`src/rtl/loader_pkg.sv`:
```
// Shared definitions for the program loader and host-side frame builders.
package loader_pkg;

    localparam int LOADER_WORD_W = 16;
    localparam logic [7:0] SYNC_BYTE_DEFAULT = 8'hA5;

    typedef enum logic [2:0] {
        S_IDLE,
        S_LEN_HI,
        S_LEN_LO,
        S_DATA_HI,
        S_DATA_LO,
        S_CHECK,
        S_DONE,
        S_ERROR
    } loader_state_t;

    // Running frame checksum: byte-wise XOR.
    function automatic logic [7:0] xor_byte(input logic [7:0] acc, input logic [7:0] b);
        return acc ^ b;
    endfunction

endpackage

```
`src/rtl/program_loader.sv`:
```
// Parses a framed byte stream (sync, 16-bit length, big-endian words, XOR
// checksum) and emits one instruction-store write per assembled word,
// holding the CPU halted while a load is in progress.
module program_loader
    import loader_pkg::*;
#(
    parameter int unsigned MEM_SIZE  = 32,
    parameter logic [7:0]  SYNC_BYTE = SYNC_BYTE_DEFAULT
) (
    input  logic                     clk,
    input  logic                     rst_n,
    input  logic                     in_valid,
    input  logic [7:0]               in_data,
    output logic                     in_ready,
    output logic                     wr_en,
    output logic [LOADER_WORD_W-1:0] wr_addr,
    output logic [LOADER_WORD_W-1:0] wr_data,
    output logic                     cpu_halt,
    output logic                     done,
    output logic                     error,
    output logic [LOADER_WORD_W-1:0] words_loaded
);

    localparam logic [LOADER_WORD_W:0] MEM_LIMIT = (LOADER_WORD_W+1)'(MEM_SIZE);

    loader_state_t            state_q;
    logic                     in_ready_q;
    logic                     wr_en_q;
    logic [LOADER_WORD_W-1:0] wr_addr_q;
    logic [LOADER_WORD_W-1:0] wr_data_q;
    logic                     cpu_halt_q;
    logic                     done_q;
    logic                     error_q;
    logic [LOADER_WORD_W-1:0] words_q;
    logic [LOADER_WORD_W-1:0] len_q;
    logic [7:0]               len_hi_q;
    logic [7:0]               data_hi_q;
    logic [7:0]               chk_q;

    logic                     accept_d;
    logic [7:0]               chk_d;
    logic [LOADER_WORD_W-1:0] len_d;
    logic [LOADER_WORD_W-1:0] words_d;

    assign accept_d = in_valid && in_ready_q;
    assign chk_d    = xor_byte(chk_q, in_data);
    assign len_d    = {len_hi_q, in_data};
    assign words_d  = words_q + LOADER_WORD_W'(1);

    // Frame parser FSM; every output is a register updated here.
    always_ff @(posedge clk) begin
        if (!rst_n) begin
            state_q    <= S_IDLE;
            in_ready_q <= 1'b0;
            wr_en_q    <= 1'b0;
            wr_addr_q  <= '0;
            wr_data_q  <= '0;
            cpu_halt_q <= 1'b0;
            done_q     <= 1'b0;
            error_q    <= 1'b0;
            words_q    <= '0;
            len_q      <= '0;
            len_hi_q   <= '0;
            data_hi_q  <= '0;
            chk_q      <= '0;
        end else begin
            in_ready_q <= 1'b1;
            wr_en_q    <= 1'b0;
            if (accept_d) begin
                case (state_q)
                    S_IDLE, S_DONE, S_ERROR: begin
                        if (in_data == SYNC_BYTE) begin
                            state_q    <= S_LEN_HI;
                            cpu_halt_q <= 1'b1;
                            done_q     <= 1'b0;
                            error_q    <= 1'b0;
                            words_q    <= '0;
                            chk_q      <= '0;
                        end
                    end
                    S_LEN_HI: begin
                        len_hi_q <= in_data;
                        chk_q    <= chk_d;
                        state_q  <= S_LEN_LO;
                    end
                    S_LEN_LO: begin
                        len_q <= len_d;
                        chk_q <= chk_d;
                        if ({1'b0, len_d} > MEM_LIMIT) begin
                            state_q <= S_ERROR;
                            error_q <= 1'b1;
                        end else if (len_d == '0) begin
                            state_q <= S_CHECK;
                        end else begin
                            state_q <= S_DATA_HI;
                        end
                    end
                    S_DATA_HI: begin
                        data_hi_q <= in_data;
                        chk_q     <= chk_d;
                        state_q   <= S_DATA_LO;
                    end
                    S_DATA_LO: begin
                        wr_en_q   <= 1'b1;
                        wr_addr_q <= words_q;
                        wr_data_q <= {data_hi_q, in_data};
                        words_q   <= words_d;
                        chk_q     <= chk_d;
                        state_q   <= (words_d == len_q) ? S_CHECK : S_DATA_HI;
                    end
                    S_CHECK: begin
                        if (in_data == chk_q) begin
                            state_q    <= S_DONE;
                            done_q     <= 1'b1;
                            cpu_halt_q <= 1'b0;
                        end else begin
                            state_q <= S_ERROR;
                            error_q <= 1'b1;
                        end
                    end
                    default: state_q <= S_IDLE;
                endcase
            end
        end
    end

    assign in_ready     = in_ready_q;
    assign wr_en        = wr_en_q;
    assign wr_addr      = wr_addr_q;
    assign wr_data      = wr_data_q;
    assign cpu_halt     = cpu_halt_q;
    assign done         = done_q;
    assign error        = error_q;
    assign words_loaded = words_q;

endmodule
```
`config.mk`:
```
export PLATFORM = sky130hd
export DESIGN_NAME = program_loader
export DESIGN_NICKNAME = d
export VERILOG_FILES = /design/src/rtl/loader_pkg.sv /design/src/rtl/program_loader.sv
export SDC_FILE = /design/constraint.sdc
export NUM_CORES = 1
export LEC_CHECK = 0
export CORE_ASPECT_RATIO = 0.9
export CORE_MARGIN = 8
export CORE_UTILIZATION = 50
export CTS_BUF_LIST = sky130_fd_sc_hd__clkbuf_4
export DETAILED_ROUTE_END_ITERATION = 8
export PLACE_DENSITY = 0.85
export SLEW_MARGIN = 15
export SYNTH_ARGS = -nofsm -noshare
export SYNTH_HDL_FRONTEND = slang
export SYNTH_SLANG_ARGS = --single-unit
```
`constraint.sdc`:
```
create_clock -name clk -period 3.1 [get_ports clk]
set_input_delay 0.62 -clock clk [delete_from_list [all_inputs] [get_ports clk]]
set_output_delay 0.62 -clock clk [all_outputs]
set_load 0.01 [all_outputs]
```
==> results.cfg <==
[run_status]
outcome = finished, final reports clean

[die]
die_height_um = 105
fp-row-count = 32
dieArea_um2 = 12100
die_w_um = 115
num_io_pins = 64
core-area_um2 = 8570
start_util_pct = 51.5

[route]
vias_per_cell = 5.73
dr_total_vias = 4066
ant_nets = 0
dr.pass1.iters = 5
drc = 0
drt_iter0_drc = 332
wl_um = 11400
wl_per_cell_um = 16.1

[cts]
cts_tree = built
hold_buffers = 0
clock_latency_ns = 0.44
cts_resized = 0
clock_sinks = 96
clockBufferDepth = 2
clkTransAtPathRegs_ns = 0.15
post-cts-setup-buffers = 0
htreeDepth = 3
cts_root_buf = clkbuf_4
numCtsBuffers = 9

[global_route]
grt_pass1_wl_um = 19300
overflow = 0
grtUsageTotal_pct = 19.5
grt_max_degree = 66
first_global_vias = 4002
antenna_found_initial = 0

[critical_path]
worstSetupPathType = reg -> reg
cp_max_fo = 12
end_kind = flip-flop
required_ns = 3.50
crit_arrival_ns = 3.13
cp-start-kind = flip-flop

[logic_synthesis]
ys_seq_elements = 96
synth-edff-count = 0
syn_nets = 549
synth_seq_area_share_pct = 43.6
synth.yosys.warnings = 0
syn_area_um2 = 4410
synth_cells = 537
ys_async_sr_fraction_pct = 0
synth_ff_type = dfxtp_1
synth.avg_cell_area_um2 = 8.21
ys_types = 49

[finish]
final.fill_count = 734
drive_gt1_share_pct = 7.61
finalInstanceArea_um2 = 5290
final_nets = 598
multiInputGateArea_um2 = 2290
syn_to_final_growth_pct = 20.0
layout_common_cells = dfxtp_1, nand2_1, nor2_1
final_common_cell = dfxtp_1
diodes = 0
seq_area_um2 = 1920

[power]
power.share.sequential_pct = 62.2
switchingPower_mw = 0.477
p_int_mw = 1.51
vdd_ir_drop_max_mv = 0.285
p_sw_share_pct = 24.0
leakagePower_nw = 1.97
power_density_nw_per_um2 = 376
combPwrFrac_pct = 3.7
clkPwrFrac_pct = 34.1

[timing]
setup_tns_ns = 0
slew_violations = 0
setup_viol = 0
fin_crit_sh_pct = 88.0
max_slew_margin_pct = 59.2
worstMarginPinSlew_ns = 0.607
hold_viol_final = 0
fin_hold_ws_ns = 0.466
max_freq_mhz = 367
rsz0062_at_grt = no
finalCriticalPeriod_ns = 2.73
clock_skew_ns = 0.0159

[placed_design]
placed_area_um2 = 5150
place_hpwl_um = 8040
place_congestion = 0.930
io_buffers = 63

[min_path]
hp-class = reg -> reg

[run]
maxCapViolCount = 0
[power groups by stage]
stage                     Sequential [mW]  Combinational (mW)  Clock, mW
after global routing                 1.24              0.0783      0.736
after global placement               1.26              0.0718          0
after detailed placement             1.26              0.0727          0
after CTS                            1.24              0.0726      0.682
final                                1.24              0.0736      0.677
after floorplan                      1.26              0.0376          0
[layout make-up]
type                    instances  area share [%]
multi-input cells             393            43.2
flip-flops and latches         96            36.3
repair buffers                 81            14.7
well taps                     119            2.81
clock inverters                 7            1.30
clock buffers                   9            1.28
inverters                       5           0.355
[path summary, 6_finish.rpt]
check                   from          end  slack, ns  cells after the start
max          words_loaded[8]   state_q[2]       0.37                      7
min              wr_addr[14]  wr_addr[14]       0.47                      2
max reg2reg  words_loaded[8]   state_q[2]       0.37                      7
min reg2reg      wr_addr[14]  wr_addr[14]       0.47                      2
[synthesized netlist by cell type, drive strengths merged (3+ instances only)]
library cell / n / area [um2]
inv: 5 / 18.8
mux2i: 33 / 330
nor4: 8 / 56.3
or3: 6 / 42.5
nor2: 67 / 268
clkbuf: 29 / 109
a21oi: 61 / 305
xnor2: 16 / 140
a311oi: 3 / 26.3
nand3: 10 / 50.1
buf: 14 / 85.1
nand3b: 10 / 75.1
nor3: 10 / 50.1
a211oi: 4 / 30.0
o21ai: 26 / 141
and2: 3 / 18.8
nand2: 80 / 305
dfxtp: 96 / 1920
xor2: 14 / 123
a31oi: 5 / 31.3
nand4: 8 / 50.1
and3: 6 / 37.5
[per-layer routing]
metal  vias to the layer above  GRT usage (%)  share of wire, %
met5                         -              0                 0
met4                         0           8.34               1.7
met3                        23           3.80               6.9
met2                       160           30.9                48
met1                      1927           25.1                43
li1                       1956              -                 -
[critical path, cell delays in order (launching register included)]
cell	delay, ns
dfxtp_1	0.60
nand4_1	0.31
or4_1	0.66
xnor2_1	0.16
nor3_1	0.24
o2111ai_1	0.23
o311ai_1	0.30
and3_1	0.19
[state kept, by name, summed over array words and instances, names as in the netlist]
| name | flops |
|---|---|
| len_q | 16 |
| cpu_halt | 1 |
| wr_en | 1 |
| len_hi_q | 8 |
| done | 1 |
| in_ready | 1 |
| chk_q | 8 |
| state_q | 3 |
| wr_data | 16 |
| wr_addr | 16 |
| data_hi_q | 8 |
| error | 1 |
| words_loaded | 16 |
[cells by family (layout without fill, tap and decap cells)]
| logic type | Yosys count | in the layout | share of synthesized area [%] |
|---|---|---|---|
| DFF | 96 | 96 | 43.6 |
| muxes | 33 | 33 | 7.49 |
| buffers and inverters | 48 | 102 | 4.82 |
| xor gates and xnor gates | 30 | 30 | 5.96 |
| adders and majority gates | 1 | 1 | 0.284 |
| AOI/OAI and AO/OA | 112 | 112 | 14.6 |
| and+or+nand+nor | 217 | 217 | 23.2 |
[per-stage QoR]
| stage | util, % | power (mW) | worst slack (ns) | std cells |
|---|---|---|---|---|
| 2_1_floorplan | - | 1.30 | 0.652 | 537 |
| 3_3_place_gp | 60.1 | 1.34 | 0.144 | 694 |
| 3_5_place_dp | 60.1 | 1.34 | 0.102 | 694 |
| 4_1_cts | 61.7 | 1.99 | 0.471 | 710 |
| 5_1_grt | 61.7 | 2.05 | 0.306 | 710 |
| 6_report | 61.7 | 1.99 | 0.373 | 710 |
Power figures use the tool's default switching activity.
